==> src/rtl/dnn_neigh_aggr.sv <==
// Neighbour-aggregation stage: buffers per-node ReLU vectors and sums a target
// node with its adjacency-mask neighbours, one node per cycle, saturating to AGGR_W.
module dnn_neigh_aggr #(
  parameter int NUM_NODES = 4,
  parameter int NODE_W    = 2,
  parameter int FEAT_W    = 13,
  parameter int AGGR_W    = 15
) (
  input  logic                 clk,
  input  logic                 rst_n,
  input  logic                 relu_valid,
  input  logic [NODE_W-1:0]    relu_node_id,
  input  logic [FEAT_W-1:0]    y4_relu_p4,
  input  logic [FEAT_W-1:0]    y5_relu_p4,
  input  logic [FEAT_W-1:0]    y6_relu_p4,
  input  logic [FEAT_W-1:0]    y7_relu_p4,
  input  logic                 flush,
  input  logic                 aggr_req,
  input  logic [NODE_W-1:0]    aggr_node_id,
  input  logic [NUM_NODES-1:0] adj_mask,
  output logic                 aggr_ready,
  output logic                 aggr_valid,
  output logic                 aggr_miss,
  output logic [AGGR_W-1:0]    y4_aggr_p4,
  output logic [AGGR_W-1:0]    y5_aggr_p4,
  output logic [AGGR_W-1:0]    y6_aggr_p4,
  output logic [AGGR_W-1:0]    y7_aggr_p4
);

  localparam int LANES = 4;
  localparam int ACC_W = AGGR_W + 1;

  typedef enum logic [1:0] {IDLE, ACCUM, DONE} state_t;

  state_t                   state_q, state_d;
  logic [FEAT_W-1:0]        feat_mem [NUM_NODES][LANES];
  logic [FEAT_W-1:0]        relu_in  [LANES];
  logic [NUM_NODES-1:0]     buf_vld_q, buf_vld_d;
  logic [NUM_NODES-1:0]     sel_q;
  logic [NODE_W-1:0]        idx_q;
  logic signed [ACC_W-1:0]  acc_q [LANES];
  logic                     miss_q;
  logic [AGGR_W-1:0]        y_q   [LANES];

  assign relu_in[0] = y4_relu_p4;
  assign relu_in[1] = y5_relu_p4;
  assign relu_in[2] = y6_relu_p4;
  assign relu_in[3] = y7_relu_p4;

  // Overflow at ACC_W bits shows up as the two top bits disagreeing.
  function automatic logic [AGGR_W-1:0] clamp(input logic signed [ACC_W-1:0] a);
    if (a[ACC_W-1] != a[ACC_W-2])
      return a[ACC_W-1] ? {1'b1, {(AGGR_W-1){1'b0}}} : {1'b0, {(AGGR_W-1){1'b1}}};
    return a[AGGR_W-1:0];
  endfunction

  // NOTE: feature storage has no reset; its valid bits alone say whether an entry is usable.
  always_ff @(posedge clk) begin
    if (relu_valid) begin
      for (int l = 0; l < LANES; l++) feat_mem[relu_node_id][l] <= relu_in[l];
    end
  end

  // NOTE: every always_comb output gets a default first so no latch is inferred.
  always_comb begin
    buf_vld_d = buf_vld_q;
    if (flush) buf_vld_d = '0;
    if (relu_valid) buf_vld_d[relu_node_id] = 1'b1;
  end

  always_ff @(posedge clk or negedge rst_n) begin
    if (!rst_n) buf_vld_q <= '0;
    else        buf_vld_q <= buf_vld_d;
  end

  always_comb begin
    state_d = state_q;
    unique case (state_q)
      IDLE:    if (aggr_req) state_d = ACCUM;
      ACCUM:   if (idx_q == NODE_W'(NUM_NODES - 1)) state_d = DONE;
      DONE:    state_d = IDLE;
      default: state_d = IDLE;
    endcase
  end

  // NOTE: sequential state uses non-blocking assignments so every register samples pre-edge values.
  always_ff @(posedge clk or negedge rst_n) begin
    if (!rst_n) begin
      state_q    <= IDLE;
      sel_q      <= '0;
      idx_q      <= '0;
      miss_q     <= 1'b0;
      aggr_valid <= 1'b0;
      aggr_miss  <= 1'b0;
      for (int l = 0; l < LANES; l++) begin
        acc_q[l] <= '0;
        y_q[l]   <= '0;
      end
    end else begin
      state_q    <= state_d;
      aggr_valid <= 1'b0;
      aggr_miss  <= 1'b0;
      unique case (state_q)
        IDLE: begin
          if (aggr_req) begin
            sel_q  <= adj_mask | (NUM_NODES'(1) << aggr_node_id);
            idx_q  <= '0;
            miss_q <= 1'b0;
            for (int l = 0; l < LANES; l++) acc_q[l] <= '0;
          end
        end
        ACCUM: begin
          // Reads the pre-edge buffer, so a write to this node on the same edge is not seen.
          if (sel_q[idx_q]) begin
            if (buf_vld_q[idx_q]) begin
              for (int l = 0; l < LANES; l++)
                acc_q[l] <= acc_q[l] + {{(ACC_W-FEAT_W){feat_mem[idx_q][l][FEAT_W-1]}},
                                        feat_mem[idx_q][l]};
            end else begin
              miss_q <= 1'b1;
            end
          end
          idx_q <= idx_q + 1'b1;
        end
        DONE: begin
          aggr_valid <= 1'b1;
          aggr_miss  <= miss_q;
          for (int l = 0; l < LANES; l++) y_q[l] <= clamp(acc_q[l]);
        end
        default: ;
      endcase
    end
  end

  assign aggr_ready = (state_q == IDLE);
  assign y4_aggr_p4 = y_q[0];
  assign y5_aggr_p4 = y_q[1];
  assign y6_aggr_p4 = y_q[2];
  assign y7_aggr_p4 = y_q[3];

endmodule

==> config.mk <==
export PLATFORM = sky130hd
export DESIGN_NAME = dnn_neigh_aggr
export DESIGN_NICKNAME = d
export VERILOG_FILES = /design/src/rtl/dnn_neigh_aggr.sv
export SDC_FILE = /design/constraint.sdc
export NUM_CORES = 1
export LEC_CHECK = 0
export ABC_AREA = 1
export CAP_MARGIN = 25
export CORE_ASPECT_RATIO = 0.75
export CORE_UTILIZATION = 60
export DETAILED_ROUTE_END_ITERATION = 16
export HOLD_SLACK_MARGIN = 0.05
export PLACE_DENSITY_LB_ADDON = 0.1
export SYNTH_ARGS = -nofsm -noshare
export SYNTH_HDL_FRONTEND = slang
export SYNTH_SLANG_ARGS = --single-unit
==> constraint.sdc <==
create_clock -name clk -period 8 [get_ports clk]
set_clock_uncertainty 0.1 [all_clocks]
set_input_delay 0.8 -clock clk [delete_from_list [all_inputs] [get_ports clk]]
set_output_delay 0.8 -clock clk [all_outputs]
set_load 0.03 [all_outputs]
==> summary.txt <==
Floorplan
  – Rows: 53
  – # IOs: 128
  – Core area: 27980 sq um
  – Chip height: 148.2 um
  – Die Footprint: 29190 sq um
  – Initial Utilization: 0.6111
  – Die X-Extent: 196.9 um

Layout
  – Fin cells: 2404
  – Final #Nets: 2129
  – Commonest non-fill, non-tap cells in the layout: 562 x nand2_1, 220 x nor2_1, 208 x edfxtp_1
  – Share of cells above drive strength 1: 0.05850
  – Area delta synth->final: 16.60%
  – Commonest non-fill, non-tap cell in the layout: nand2_1

Drt
  – Post-DR wirelength/cell: 16.52 um
  – Total Wirelength: 39720 um
  – DRC: 0
  – 1st-iter DRT viols: 1154
  – Vias/cell: 5.493
  – First-pass DRT Iterations: 8
  – Vias: 13.21k
  – DRT antenna net count: 0

Worst setup path
  – Buf+Inv Stages, Crit Path: 2
  – Worst path max stage delay: 0.70 ns
  – Reg2reg start: idx_q[0]$_DFFE_PN0P_
  – CP top delay family: buffers and inverters
  – CP cell instances: buf_4 -> o21ai_0 -> o22ai_1 -> ha_1 -> or2_2 -> nand3_1 -> nand2_1 -> o21ai_0 -> inv_1 -> nand3_1 -> nand2_1
  – CP endpoint: acc_q[55]$_DFFE_PN0P_
  – R2R Setup Slk: 4.63 ns
  – Crit start category: register
  – Critical path type: reg2reg
  – Slowest-stage cell, CP: dfrtp_4
  – Worst R2R End: acc_q[55]$_DFFE_PN0P_
  – Worst EP required: 8.31 ns
  – Critical path peak fanout: 69
  – CP arrival: 3.68 ns
  – Worst path depth: 11
  – CP Launch Point: idx_q[0]$_DFFE_PN0P_
  – Worst r2r path cells: 11
  – Type of destination of the critical path: register

Logic synthesis
  – Mapped Area: 17100 sq um
  – Ys Warns: 0
  – Post-synth top area share: 0.3652
  – Post-synth EDFFs: 208
  – Async S/R FF share, synth: 0.4006
  – Syn_area_per_cell: 9.121 sq um
  – Synth cell types: 36
  – Cells after Synth: 1875
  – Seq cells post-synth: 347
  – Post-synth top area cell: edfxtp_1
  – Synthesized netlist net count: 2013
  – Top cells by area, synth: edfxtp_1 37%, dfrtp_1 20%, nand2_1 12%
  – Register area share after synthesis: 0.5686
  – Main flop type after synthesis: edfxtp_1

Clocking
  – Worst-path clk slew: 0.06 ns
  – CTS tree: built
  – # clock sinks: 347
  – H-tree Lvls: 2
  – Clk buf depth: 3
  – Postcts setup bufs: 0
  – Root Driver: clkbuf_16
  – Hold buffer count at CTS: 0
  – Clock Latency Late Sink: 0.52 ns
  – Post-cts sizing count: 0
  – Total CTS buffers: 35

Power and ir drop
  – Max VDD drop: 262.8 uV
  – Lkg Pwr: 0.008834 uW
  – Share of power burned in the clock network: 0.197
  – NetSw: 3860 uW
  – Power per cell area: 437.9 nW/um^2
  – Comb power frac: 0.514
  – Reg power frac: 0.289
  – Internal cell power: 4871 uW
  – Sw frac: 0.4421

Placement
  – Placed cells: 2337
  – Post-DP HPWL: 24930 um
  – Port Buf Inserts: 127
  – RePlAce Congestion: 0.9359

GRT
  – Most Crowded Layer GR: met2
  – All-Layer GR Usage: 0.2792
  – Gr ovfl total: 0
  – First-pass GRT wire length: 63850 um
  – Pin count of the biggest net entering global routing: 111
  – Met2 GRT Util: 0.4322
  – Met1 usage: 0.4125
  – Vias in the first global route: 12.40k
  – Met3 Use GR: 0.04490
  – Initial antenna violation count: 3

Hold path
  – Hold Path Class: in2async

Job
  – Max_cap viols: 0

STA
  – Final cycle utilization of the critical path: 0.4210
  – Final Hold Fails: 0
  – Setup Viol. Count Final: 0
  – RSZ-0062 raised after global routing: false
  – Pins Over Slew Limit: 0
  – Tmin final: 3.368 ns
  – Worst slew pin tran: 0.8853 ns
  – Fmax: 296.9 MHz
  – Max transition margin: 0.4062
  – Setup TNS: 0 ns

Run status
  – Status: finished clean
==> worst min path at each step <==
| stage | from | end | slack, ns | cells after the start |
|---|---|---|---|---|
| detailed placement | y4_aggr_p4[14]$_DFFE_PN0P_ | y4_aggr_p4[14]$_DFFE_PN0P_ | 0.36 | 2 |
| finish | rst_n | y6_aggr_p4[1]$_DFFE_PN0P_ | 0.15 | 1 |
| global placement | y6_aggr_p4[14]$_DFFE_PN0P_ | y6_aggr_p4[14]$_DFFE_PN0P_ | 0.36 | 2 |
| CTS | rst_n | y6_aggr_p4[1]$_DFFE_PN0P_ | 0.17 | 1 |
| global route | rst_n | y6_aggr_p4[3]$_DFFE_PN0P_ | 0.18 | 1 |
| floorplan | sel_q[0]$_DFFE_PN0P_ | sel_q[0]$_DFFE_PN0P_ | 0.35 | 2 |
==> power by group through the flow <==
stage | registers (uW) | logic (uW) | clock network (uW)
after global placement | 2550 | 4290 | 0
after global routing | 2570 | 5040 | 1820
after detailed placement | 2560 | 4420 | 0
after floorplan | 2760 | 3090 | 0
final | 2530 | 4490 | 1720
after CTS | 2520 | 4450 | 1740
==> sequential cells by signal, indices dropped and copies added, names as in the netlist, 4 cells and up <==
register and cells:
y5_aggr_p4 15, y7_aggr_p4 15, sel_q 4, y6_aggr_p4 15
y4_aggr_p4 15, buf_vld_q 4, acc_q 64, feat_mem 208
==> through the flow <==
stage / hold slack, ns / utilization / setup slack [ns] / power (uW) / instance area (sq um)
2_1_floorplan: 0.3534 / - / 4.331 / 5852 / 17100
3_5_place_dp: 0.3617 / 0.6670 / 4.571 / 6976 / 18670
3_3_place_gp: 0.3632 / 0.6649 / 4.606 / 6838 / 18610
4_1_cts: 0.1740 / 0.7107 / 4.497 / 8717 / 19890
5_1_grt: 0.1811 / 0.7126 / 4.373 / 9423 / 19940
6_report: 0.1527 / 0.7126 / 4.632 / 8731 / 19940
==> Yosys cell counts (5+ instances only) <==
master / number
inv_1: 165
nand2_1: 562
nor2_1: 224
buf_6: 5
buf_2: 16
o21ai_1: 8
o22ai_1: 52
o21ai_2: 10
clkbuf_1: 35
nand3_1: 93
nand2_2: 5
edfxtp_1: 208
or2_2: 11
nor3_1: 12
ha_1: 69
nand3b_1: 21
a21oi_1: 95
dfrtp_1: 139
o21ai_0: 104
==> final cells by class <==
cell class,count,area [sq um]
clock buffers,49,1041
fillers,2126,8044
well taps,385,481.7
clock inverters,14,180.2
multi-input cells,1297,6420
repair buffers,141,1446
diodes,2,5.005
inverters,169,636.9
flip-flops and latches,347,9729
==> logic make-up (layout without fill, tap and decap cells) <==
group	count (synthesis)	count (layout)	share of synthesized area
compound gates	270	270	0.08567
flops	347	347	0.5686
simple gates	949	949	0.2300
other cells	0	2	0
xor+xnor	5	5	0.002561
fa+ha+maj	73	73	0.05517
buf+inv	231	373	0.05802
==> layer usage <==
layer / wire length [um] / vias up
li1: - / 6458
met5: 14 / -
met4: 683 / 2
met3: 2786 / 52
met1: 18650 / 6265
met2: 17590 / 429
(Power assumes the default switching activity.)
